==> src/rtl/ysyx_24100006_pipe_buf.sv <==
// rtl/ysyx_24100006_pipe_buf.sv - DEPTH-entry elastic valid/ready pipeline stage with flush
// Optional performance counters are enabled by defining PIPE_BUF_PERF_EN.
module ysyx_24100006_pipe_buf #(
  parameter int DATA_W       = 64,
  parameter int DEPTH        = 1,
  parameter int BYPASS_READY = 1
) (
  input  logic                       clk,
  input  logic                       reset_n,
  input  logic                       flush_i,
  input  logic                       in_valid,
  output logic                       in_ready,
  input  logic [DATA_W-1:0]          data_i,
  output logic                       out_valid,
  input  logic                       out_ready,
  output logic [DATA_W-1:0]          data_o,
  output logic [$clog2(DEPTH+1)-1:0] count_o
`ifdef PIPE_BUF_PERF_EN
  ,
  output logic [31:0]                stall_cnt_o,
  output logic [31:0]                bubble_cnt_o,
  output logic [31:0]                flush_cnt_o
`endif
);

  localparam int CW = $clog2(DEPTH + 1);
  localparam int PW = (DEPTH > 1) ? $clog2(DEPTH) : 1;

  logic [DATA_W-1:0] mem [DEPTH];
  logic [PW-1:0]     rd_ptr;
  logic [PW-1:0]     wr_ptr;
  logic [CW-1:0]     count;
  logic              full;
  logic              empty;
  logic              push;
  logic              pop;

  // Explicit wrap so non-power-of-2 depths never index past DEPTH-1.
  function automatic logic [PW-1:0] next_ptr(input logic [PW-1:0] p);
    return (p == PW'(DEPTH - 1)) ? '0 : p + PW'(1);
  endfunction

  assign full      = (count == CW'(DEPTH));
  assign empty     = (count == '0);
  assign in_ready  = !flush_i && (!full || ((BYPASS_READY != 0) && out_ready));
  assign out_valid = !empty && !flush_i;
  assign push      = in_valid && in_ready;
  assign pop       = out_valid && out_ready;
  assign data_o    = empty ? '0 : mem[rd_ptr];
  assign count_o   = count;

  always_ff @(posedge clk) begin
    if (!reset_n) begin
      count  <= '0;
      rd_ptr <= '0;
      wr_ptr <= '0;
      for (int i = 0; i < DEPTH; i++) begin
        mem[i] <= '0;
      end
    end else if (flush_i) begin
      count  <= '0;
      rd_ptr <= '0;
      wr_ptr <= '0;
    end else begin
      if (push) begin
        mem[wr_ptr] <= data_i;
        wr_ptr      <= next_ptr(wr_ptr);
      end
      if (pop) begin
        rd_ptr <= next_ptr(rd_ptr);
      end
      if (push && !pop) begin
        count <= count + CW'(1);
      end else if (!push && pop) begin
        count <= count - CW'(1);
      end
    end
  end

`ifdef PIPE_BUF_PERF_EN
  // Saturating counters; flush does not clear them.
  always_ff @(posedge clk) begin
    if (!reset_n) begin
      stall_cnt_o  <= '0;
      bubble_cnt_o <= '0;
      flush_cnt_o  <= '0;
    end else begin
      if (out_valid && !out_ready && (stall_cnt_o != 32'hFFFF_FFFF)) begin
        stall_cnt_o <= stall_cnt_o + 32'd1;
      end
      if (!out_valid && out_ready && !flush_i && (bubble_cnt_o != 32'hFFFF_FFFF)) begin
        bubble_cnt_o <= bubble_cnt_o + 32'd1;
      end
      if (flush_i && !empty && (flush_cnt_o != 32'hFFFF_FFFF)) begin
        flush_cnt_o <= flush_cnt_o + 32'd1;
      end
    end
  end
`endif

endmodule

==> config.mk <==
export PLATFORM = sky130hd
export DESIGN_NAME = ysyx_24100006_pipe_buf
export DESIGN_NICKNAME = d
export VERILOG_FILES = /design/src/rtl/ysyx_24100006_pipe_buf.sv
export SDC_FILE = /design/constraint.sdc
export NUM_CORES = 1
export LEC_CHECK = 0
export ABC_CLOCK_PERIOD_IN_PS = 16300
export CORE_MARGIN = 4
export CORE_UTILIZATION = 70
export CTS_BUF_LIST = sky130_fd_sc_hd__clkbuf_2
export CTS_CLUSTER_SIZE = 8
export DETAILED_ROUTE_END_ITERATION = 16
export DONT_BUFFER_PORTS = 1
export GPL_TIMING_DRIVEN = 0
export PLACE_DENSITY = 0.86
export SKIP_LAST_GASP = 1
export SYNTH_ARGS = -nofsm -noshare
export SYNTH_HDL_FRONTEND = slang
export SYNTH_SLANG_ARGS = --single-unit
export TNS_END_PERCENT = 30
==> constraint.sdc <==
create_clock -name clk -period 16.3 [get_ports clk]
set_input_delay 4.89 -clock clk [delete_from_list [all_inputs] [get_ports clk]]
set_output_delay 4.89 -clock clk [all_outputs]
set_load 0.005 [all_outputs]
### Word-level counts from Yosys, hierarchy flattened

Memories as Yosys holds them, arrays and structs flattened.
Cells that the tools add are included.

| storage, ports and cells | value |
|---|---|
| flip-flop bits (word level) | 1 |
| bits in writable memories | 64 |
| input bits | 69 |
| output and inout bits | 67 |
| word-level logic and storage cells | 29 |
| memories kept | 1 |

Memories:

| name | words | bits a word | read ports | clocked after Yosys merged registers in | write ports | line | text |
|---|---|---|---|---|---|---|---|
| mem | 1 | 64 | 1 | 0 | 1 | 29 | `logic [DATA_W-1:0] mem [DEPTH];` |

| cells by class | value |
|---|---|
| $add $sub $neg | 2 |
| multiplexer cells | 10 |
| bitwise gates (word level) | 1 |
| reductions and logical operators | 14 |

Operator list:

| kind | count |
|---|---|
| 2-to-1 mux 64 bit | 2 |
| OR reduction 64 bit | 1 |
| 2-to-1 mux 1 bit | 8 |
| logical AND 1 bit | 6 |
| logical NOT 1 bit | 4 |
| nonzero test 2 bit | 1 |
| OR reduction 2 bit | 1 |
| adder 1 bit (second input constant) | 1 |
| logical OR 1 bit | 1 |
| NOT 1 bit | 1 |
| subtractor 1 bit (second input constant) | 1 |

### Depth between registers and ports, before layout

Gate-level depths: netlist (run 1).

| depth | value |
|---|---|
| word-level depth | 10 |
| mapped depth | 4 |
| depth with buffers taken out | 2 |

### Least setup slack after synthesis (run 1)

OpenSTA, ideal clock, no wires.

| path | value |
|---|---|
| path kind | input port to flip-flop |
| from | input port in_valid |
| to | memory mem[0][0], enable pin |
| library setup time | 0.574 ns |
| arrival | 9.592 ns |
| data required time | 15.726 ns |
| slack | 6.133 ns |
| stages | 3 |
| path buffers | 1 |
| cells stage by stage | buf_2 nand2b_1 o21ai_0 |

| between the ends | value |
|---|---|
| word-level cells in the longest chain between the ends | 7 |

Ends and longest elaborated chain:

| element | line | text |
|---|---|---|
| from (decl) | 11 | `input logic in_valid,` |
| logical AND 1 bit * | 47 | `assign push = in_valid && in_ready;` |
| 2-to-1 mux 1 bit * | 65 | `if (push) begin` |
| 2-to-1 mux 1 bit * | 60 | `end else if (flush_i) begin` |
| 2-to-1 mux 1 bit * | 53 | `if (!reset_n) begin` |
| 2-to-1 mux 1 bit (implied by the code) * | 66 | `mem[wr_ptr] <= data_i;` |
| OR reduction 64 bit (no source line) | -- |  |
| 2-to-1 mux 1 bit (no source line) * | -- |  |
| to (decl) | 29 |  |

Mark *: on every way between the ends. The rest lies on a longest branch, timed or not.

### Worst setup path after layout (run 1)

| path | value |
|---|---|
| from | input port out_ready |
| to | output port in_ready |

| between the ends | value |
|---|---|
| word-level cells in the longest chain between the ends | 2 |

Ends and longest elaborated chain:

| element | line | text |
|---|---|---|
| from (decl) | 15 | `input logic out_ready,` |
| logical OR 1 bit | 45 | `assign in_ready = !flush_i && (!full \|\| ((BYPASS_READY != 0) && out_ready));` |
| logical AND 1 bit | 45 |  |
| to (decl) | 12 | `output logic in_ready,` |

Every way passes these cells.

==> metrics.yaml, run 1 <==
routing:
  wl_um: 6340
  firstDrtPassIters: 4
  drt_iter0_markers: 112
  postRouteAntennaNets: 0
  viasPerCell: 6.38
  remaining_drc_errors: 0
  wire_per_inst_um: 21.3
  vias: 1901
grt:
  grt_start_max_net_pins: 37
  grt_pass1_wl_um: 9350
  grt_pass1_vias: 1821
  gr-total-overflow: 0
  antenna_found_initial: 0
  grt_use_total_pct: 23.0
finish:
  instances_no_fill: 298
  drive_gt1_share_pct: 17.9
  layout_common_cells: "and2_1, and4_1, edfxtp_1"
  fin_nets: 310
  antenna_cells: 0
  multi_input_area_um2: 1020
  final-seq-area_um2: 1940
  fill_cells: 275
  utilization_pct: 76.4
  syn2layout_area_growth_pct: 5.60
floorplanning:
  die_w_um: 75.1
  initial_core_util_pct: 72.3
  die_h_um: 75.1
  io-pin-count: 136
  design.die.area_um2: 5640
  core_um2: 4350
  rows: 24
clock_tree:
  clockRootBuffer: "clkbuf_2"
  post-cts-setup-buffers: 0
  cts_buffers: 9
  cts_hold_buf: 0
  path_clk_slew_ns: 0.15
  cts_tree: "built"
  insertion_delay_ns: 0.45
  clock_sinks: 65
  htreeDepth: 3
  cts_buffer_depth: 2
  cts_resized: 0
logic_synthesis:
  yosys.area_share.adder_pct: 0
  synth_top_area_share_pct: 61.0
  synth_compound_area_share_pct: 0.397
  ys_seq_area_share_pct: 61.7
  netlist_instances: 229
  yosysWarnings: 0
  yosysTopAreaCell: "edfxtp_1"
  synth.area.top_cells: "edfxtp_1, and4_1, and2_1"
  synth_top_family_by_area: "simple AND/OR/NAND/NOR gates"
  syn_area_um2: 3150
  synthMuxAreaShare_pct: 0
  syn_avg_cell_area_um2: 13.8
  synth_xor_area_share_pct: 0
  synth.distinct_cells: 17
  ys_ff_latch: 65
  synth_nets: 298
  synthSimpleGateAreaFrac_pct: 31.8
worst_setup_path:
  ff2ff_path_depth: 3
  crit_type: "primary input to output pin"
  cp-start-kind: "primary input"
  critPathMaxStageDelay_ns: 0.31
  cp_max_fo: 3
  cp-end-kind: "output pin"
  critPathArrivalTime_ns: 5.31
  worstPathCellList: "nor2b_1 -> nor2_1"
  cpLargestDelayFamily: "simple AND/OR/NAND/NOR gates"
  crit_slowest_cell: "nor2b_1"
  crit_cells: 2
  path_buf_inv: 0
  worstPathRequired_ns: 11.41
timing:
  layout_setup_ws_ns: 6.10
  setup_tns_ns: 0
  slew_viol_final: 0
  tightest_slew_ns: 0.933
  setup_viol: 0
  min_period_ns: 10.20
  skew_ns: 0.0259
  rsz0062_at_grt: "no"
  final_hold_viol_count: 0
  timing.fmax_mhz: 98.1
  slew_headroom_pct: 37.6
  final.period_utilization_pct: 62.6
placed_design:
  gp_congestion: 0.712
  place_ws_ns: 6.10
  portBuffers: 0
  hpwlAfterDp_um: 4690
  dpl.cell_count: 282
min_path:
  hold_path_class: "register to register"
  min_path_cells: 2
run_status:
  status: "finished clean"
pwr:
  vdd_drop_max_mv: 0.0737
  p_leak_nw: 1.32
  powerDensity_nw_per_um2: 88.2
job:
  drv_cap: 0
==> stage by stage <==
stage                     hold WS [ns]  total power, W  cell area (µm²)
after floorplan                  0.670        0.000217             3150
after global placement           0.758        0.000221             3210
after detailed placement         0.818        0.000222             3250
after CTS                        0.841        0.000294             3330
after global routing             0.873        0.000305             3330
final                            0.829        0.000293             3330
==> logic make-up (layout without fill, tap and decap cells) <==
| group | count (synthesis) | in the layout |
|---|---|---|
| buffers and inverters | 28 | 45 |
| AND/OR/NAND/NOR | 134 | 134 |
| flip-flops | 65 | 65 |
| AO/OA/AOI/OAI | 2 | 2 |
==> worst paths after layout <==
path / start / end / slack (ns)
max: out_ready / in_ready / 6.10
min reg2reg: count_o$_SDFFE_PP0P_ / count_o$_SDFFE_PP0P_ / 0.83
max reg2reg: count_o$_SDFFE_PP0P_ / mem[0][41]$_SDFFCE_PN0P_ / 14.32
min: count_o$_SDFFE_PP0P_ / count_o$_SDFFE_PP0P_ / 0.83
==> registers in the layout (all words and copies together) (netlist names) <==
name / cells
mem: 64
count_o: 1
==> where the power goes <==
part | internal, W | switching, W
registers | 0.000194 | 0.00000216
clock network | 0.0000212 | 0.0000545
logic | 0.00000829 | 0.0000136
total | 0.000223 | 0.0000702
==> final cells by class <==
| type | instances | share of cell area [%] |
|---|---|---|
| buffer | 28 | 5.83 |
| clock buffer | 12 | 1.81 |
| clock inverter | 4 | 0.602 |
| multi-input combinational | 136 | 30.8 |
| sequential | 65 | 58.4 |
| tap | 52 | 1.96 |
| timing repair buffer | 1 | 0.602 |
==> metal layers <==
layer  vias up  global-route usage [%]  wire length (µm)
met1       905                    26.1              2250
met5         -                       0                 0
met2        92                    39.3              3340
met3        11                    8.68               671
met4         0                    8.89                90
li1        893                       -                 -
==> synthesized netlist by cell type <==
library cell / count
and2_1: 64
buf_4: 1
buf_2: 12
dfxtp_1: 1
o21a_1: 1
nor2_1: 1
clkbuf_1: 4
buf_8: 5
edfxtp_1: 64
and4_1: 64
buf_6: 1
o21ai_0: 1
and2b_2: 1
nand2b_1: 2
nor2b_1: 1
clkbuf_2: 5
nor2b_2: 1
Note: power is estimated with default switching activity, not from simulation.
==> run 2: changes to the inputs <==
- ABC_CLOCK_PERIOD_IN_PS: 16300 -> 9000
- CORE_UTILIZATION: 70 -> 59
- PLACE_DENSITY: 0.86 -> 0.78
- clock period: 16.3 -> 9 ns (I/O delays scaled with it)
==> run 2 against run 1 <==
- first-iteration DRC count shrank 40%
- sequential cell count is the same
- hold slack lost 0.012 ns
- largest power group unchanged
- highest routed layer unchanged
- final area grew 1.4%
- critical path depth is the same
==> metrics.yaml, run 2 (synthesis results as in run 1) <==
worst_setup_path:
  critPathArrivalTime_ns: 3.12  # was 5.31 ns
  worstPathCellList: "nor2b_1 -> nor2_1"  # unchanged
  cp-startpoint: "out_ready"  # unchanged
  cp_max_fo: 3  # unchanged
  crit_type: "primary input to output pin"  # unchanged
  rrSetupSlack_ns: 7.43  # was 14.32 ns
  worstPathRequired_ns: 6.30  # was 11.41 ns
  critPathMaxStageDelay_ns: 0.31  # about the same
  cp-end-kind: "output pin"  # unchanged
  reg2reg_to: "mem[0][26]$_SDFFCE_PN0P_"  # was mem[0][41]$_SDFFCE_PN0P_
  crit_slowest_cell: "nor2b_1"  # unchanged
  cpLargestDelayFamily: "simple AND/OR/NAND/NOR gates"  # unchanged
  cp-start-kind: "primary input"  # unchanged
  path_buf_inv: 0  # unchanged
  reg2reg_from: "count_o$_SDFFE_PP0P_"  # unchanged
  ff2ff_path_depth: 3  # unchanged
  crit_cells: 2  # unchanged
clock_tree:
  clockRootBuffer: "clkbuf_2"  # unchanged
  cts_buffer_depth: 2  # unchanged
  cts_tree: "built"  # unchanged
  insertion_delay_ns: 0.47  # was 0.45 ns
  path_clk_slew_ns: 0.18  # was 0.15 ns
  cts_hold_buf: 0  # unchanged
  clock_sinks: 65  # unchanged
  post-cts-setup-buffers: 0  # unchanged
  cts_buffers: 9  # unchanged
  cts_resized: 0  # unchanged
  htreeDepth: 3  # unchanged
finish:
  fill_cells: 410  # was 275
  fin_nets: 311  # was 310
  multi_input_area_um2: 1020  # unchanged
  utilization_pct: 65.6  # was 76.4%
  syn2layout_area_growth_pct: 7.11  # was 5.60%
  layout_common_cells: "and2_1, and4_1, edfxtp_1"  # unchanged
  instances_no_fill: 317  # was 298
  antenna_cells: 0  # unchanged
  largest_reg_flops: 64  # unchanged
  drive_gt1_share_pct: 17.4  # was 17.9%
  max_flop_register: "mem"  # unchanged
  stdcell_area_um2: 3370  # was 3330 µm²
  final-seq-area_um2: 1940  # unchanged
routing:
  vias: 1884  # was 1901
  wire_per_inst_um: 19.7  # was 21.3 µm
  drt_iter0_markers: 67  # was 112
  viasPerCell: 5.94  # was 6.38
  postRouteAntennaNets: 0  # unchanged
  firstDrtPassIters: 6  # was 4
  remaining_drc_errors: 0  # unchanged
  wl_um: 6240  # was 6340 µm
timing:
  timing.fmax_mhz: 172
  skew_ns: 0.0259  # about the same
  tightest_slew_ns: 0.396  # was 0.933 ns
  final.period_utilization_pct: 64.7
  slew_viol_final: 0  # unchanged
  setup_viol: 0  # unchanged
  rsz0062_at_grt: "no"  # unchanged
  setup_tns_ns: 0  # unchanged
  final_hold_viol_count: 0  # unchanged
  slew_headroom_pct: 73.6  # was 37.6%
  min_period_ns: 5.82
pwr:
  powerDensity_nw_per_um2: 157  # was 88.2 nW/µm²
  total_power_w: 0.000528  # was 0.000293 W
  p_leak_nw: 1.32  # about the same
  vdd_drop_max_mv: 0.104  # was 0.0737 mV
grt:
  grt_start_max_net_pins: 33  # was 37
  grt_pass1_wl_um: 9170  # was 9350 µm
  grt_pass1_vias: 1838  # was 1821
  antenna_found_initial: 0  # unchanged
  gr-total-overflow: 0  # unchanged
  grt_use_total_pct: 19.3  # was 23.0%
min_path:
  min_path_cells: 2  # unchanged
  min-delay-start: "count_o$_SDFFE_PP0P_"  # unchanged
  hold_end: "count_o$_SDFFE_PP0P_"  # unchanged
  hold_path_class: "register to register"  # unchanged
placed_design:
  hpwlAfterDp_um: 4580  # was 4690 µm
  portBuffers: 0  # unchanged
  gp_congestion: 0.758  # was 0.712
  dpl.cell_count: 301  # was 282
  place_area_um2: 3300  # was 3250 µm²
floorplanning:
  io-pin-count: 136  # unchanged
  initial_core_util_pct: 61.3  # was 72.3%
  design.die.area_um2: 6570  # was 5640 µm²
  core_um2: 5140  # was 4350 µm²
  die_w_um: 81.1  # was 75.1 µm
  rows: 26  # was 24
  die_h_um: 81.1  # was 75.1 µm
job:
  drv_cap: 0  # unchanged
run_status:
  status: "finished clean"  # unchanged
[run 2: cell types whose count changed in the layout (fill, tap and decap cells not counted)]
cell	previous run	this run
clkinv_1	0	2
clkbuf_2	17	16
buf_16	0	1
clkinv_2	4	3
[run 2: routing by layer]
layer	vias up	GRT usage, %	part of all wire, %
met3	6	6.76	12
met1	874	22.7	37
li1	903	-	-
met2	101	31.3	51
met5	-	0	0
met4	0	9.63	0.83
[run 2: metrics by stage]
step / worst slack (ns) / hold WS (ns)
after global placement: -0.544 / 0.753
after detailed placement: 3.18 / 0.794
after global routing: 3.15 / 0.843
after CTS: 3.18 / 0.816
after floorplan: 1.02 / 0.670
final: 3.18 / 0.816
[run 2: power by group]
group          switching [W]  internal (W)  leakage [nW]
registers         0.00000355      0.000351         0.700
logic              0.0000250     0.0000165         0.565
clock network      0.0000970     0.0000357        0.0606
[run 2: cell type report]
| cell class | count | area share, % |
|---|---|---|
| plain buffers | 28 | 5.75 |
| clock buffers | 11 | 1.63 |
| clock inverters | 5 | 0.668 |
| multi-input cells | 136 | 30.4 |
| flip-flops and latches | 65 | 57.6 |
| well taps | 70 | 2.60 |
| repair buffers | 2 | 1.41 |
[run 2: how the worst max path moves through the flow]
stage | to | slack, ns
after global placement | mem[0][16]$_SDFFCE_PN0P_ | -0.54
after CTS | in_ready | 3.18
final | in_ready | 3.18
after detailed placement | in_ready | 3.18
after floorplan | mem[0][0]$_SDFFCE_PN0P_ | 1.02
after global routing | in_ready | 3.15
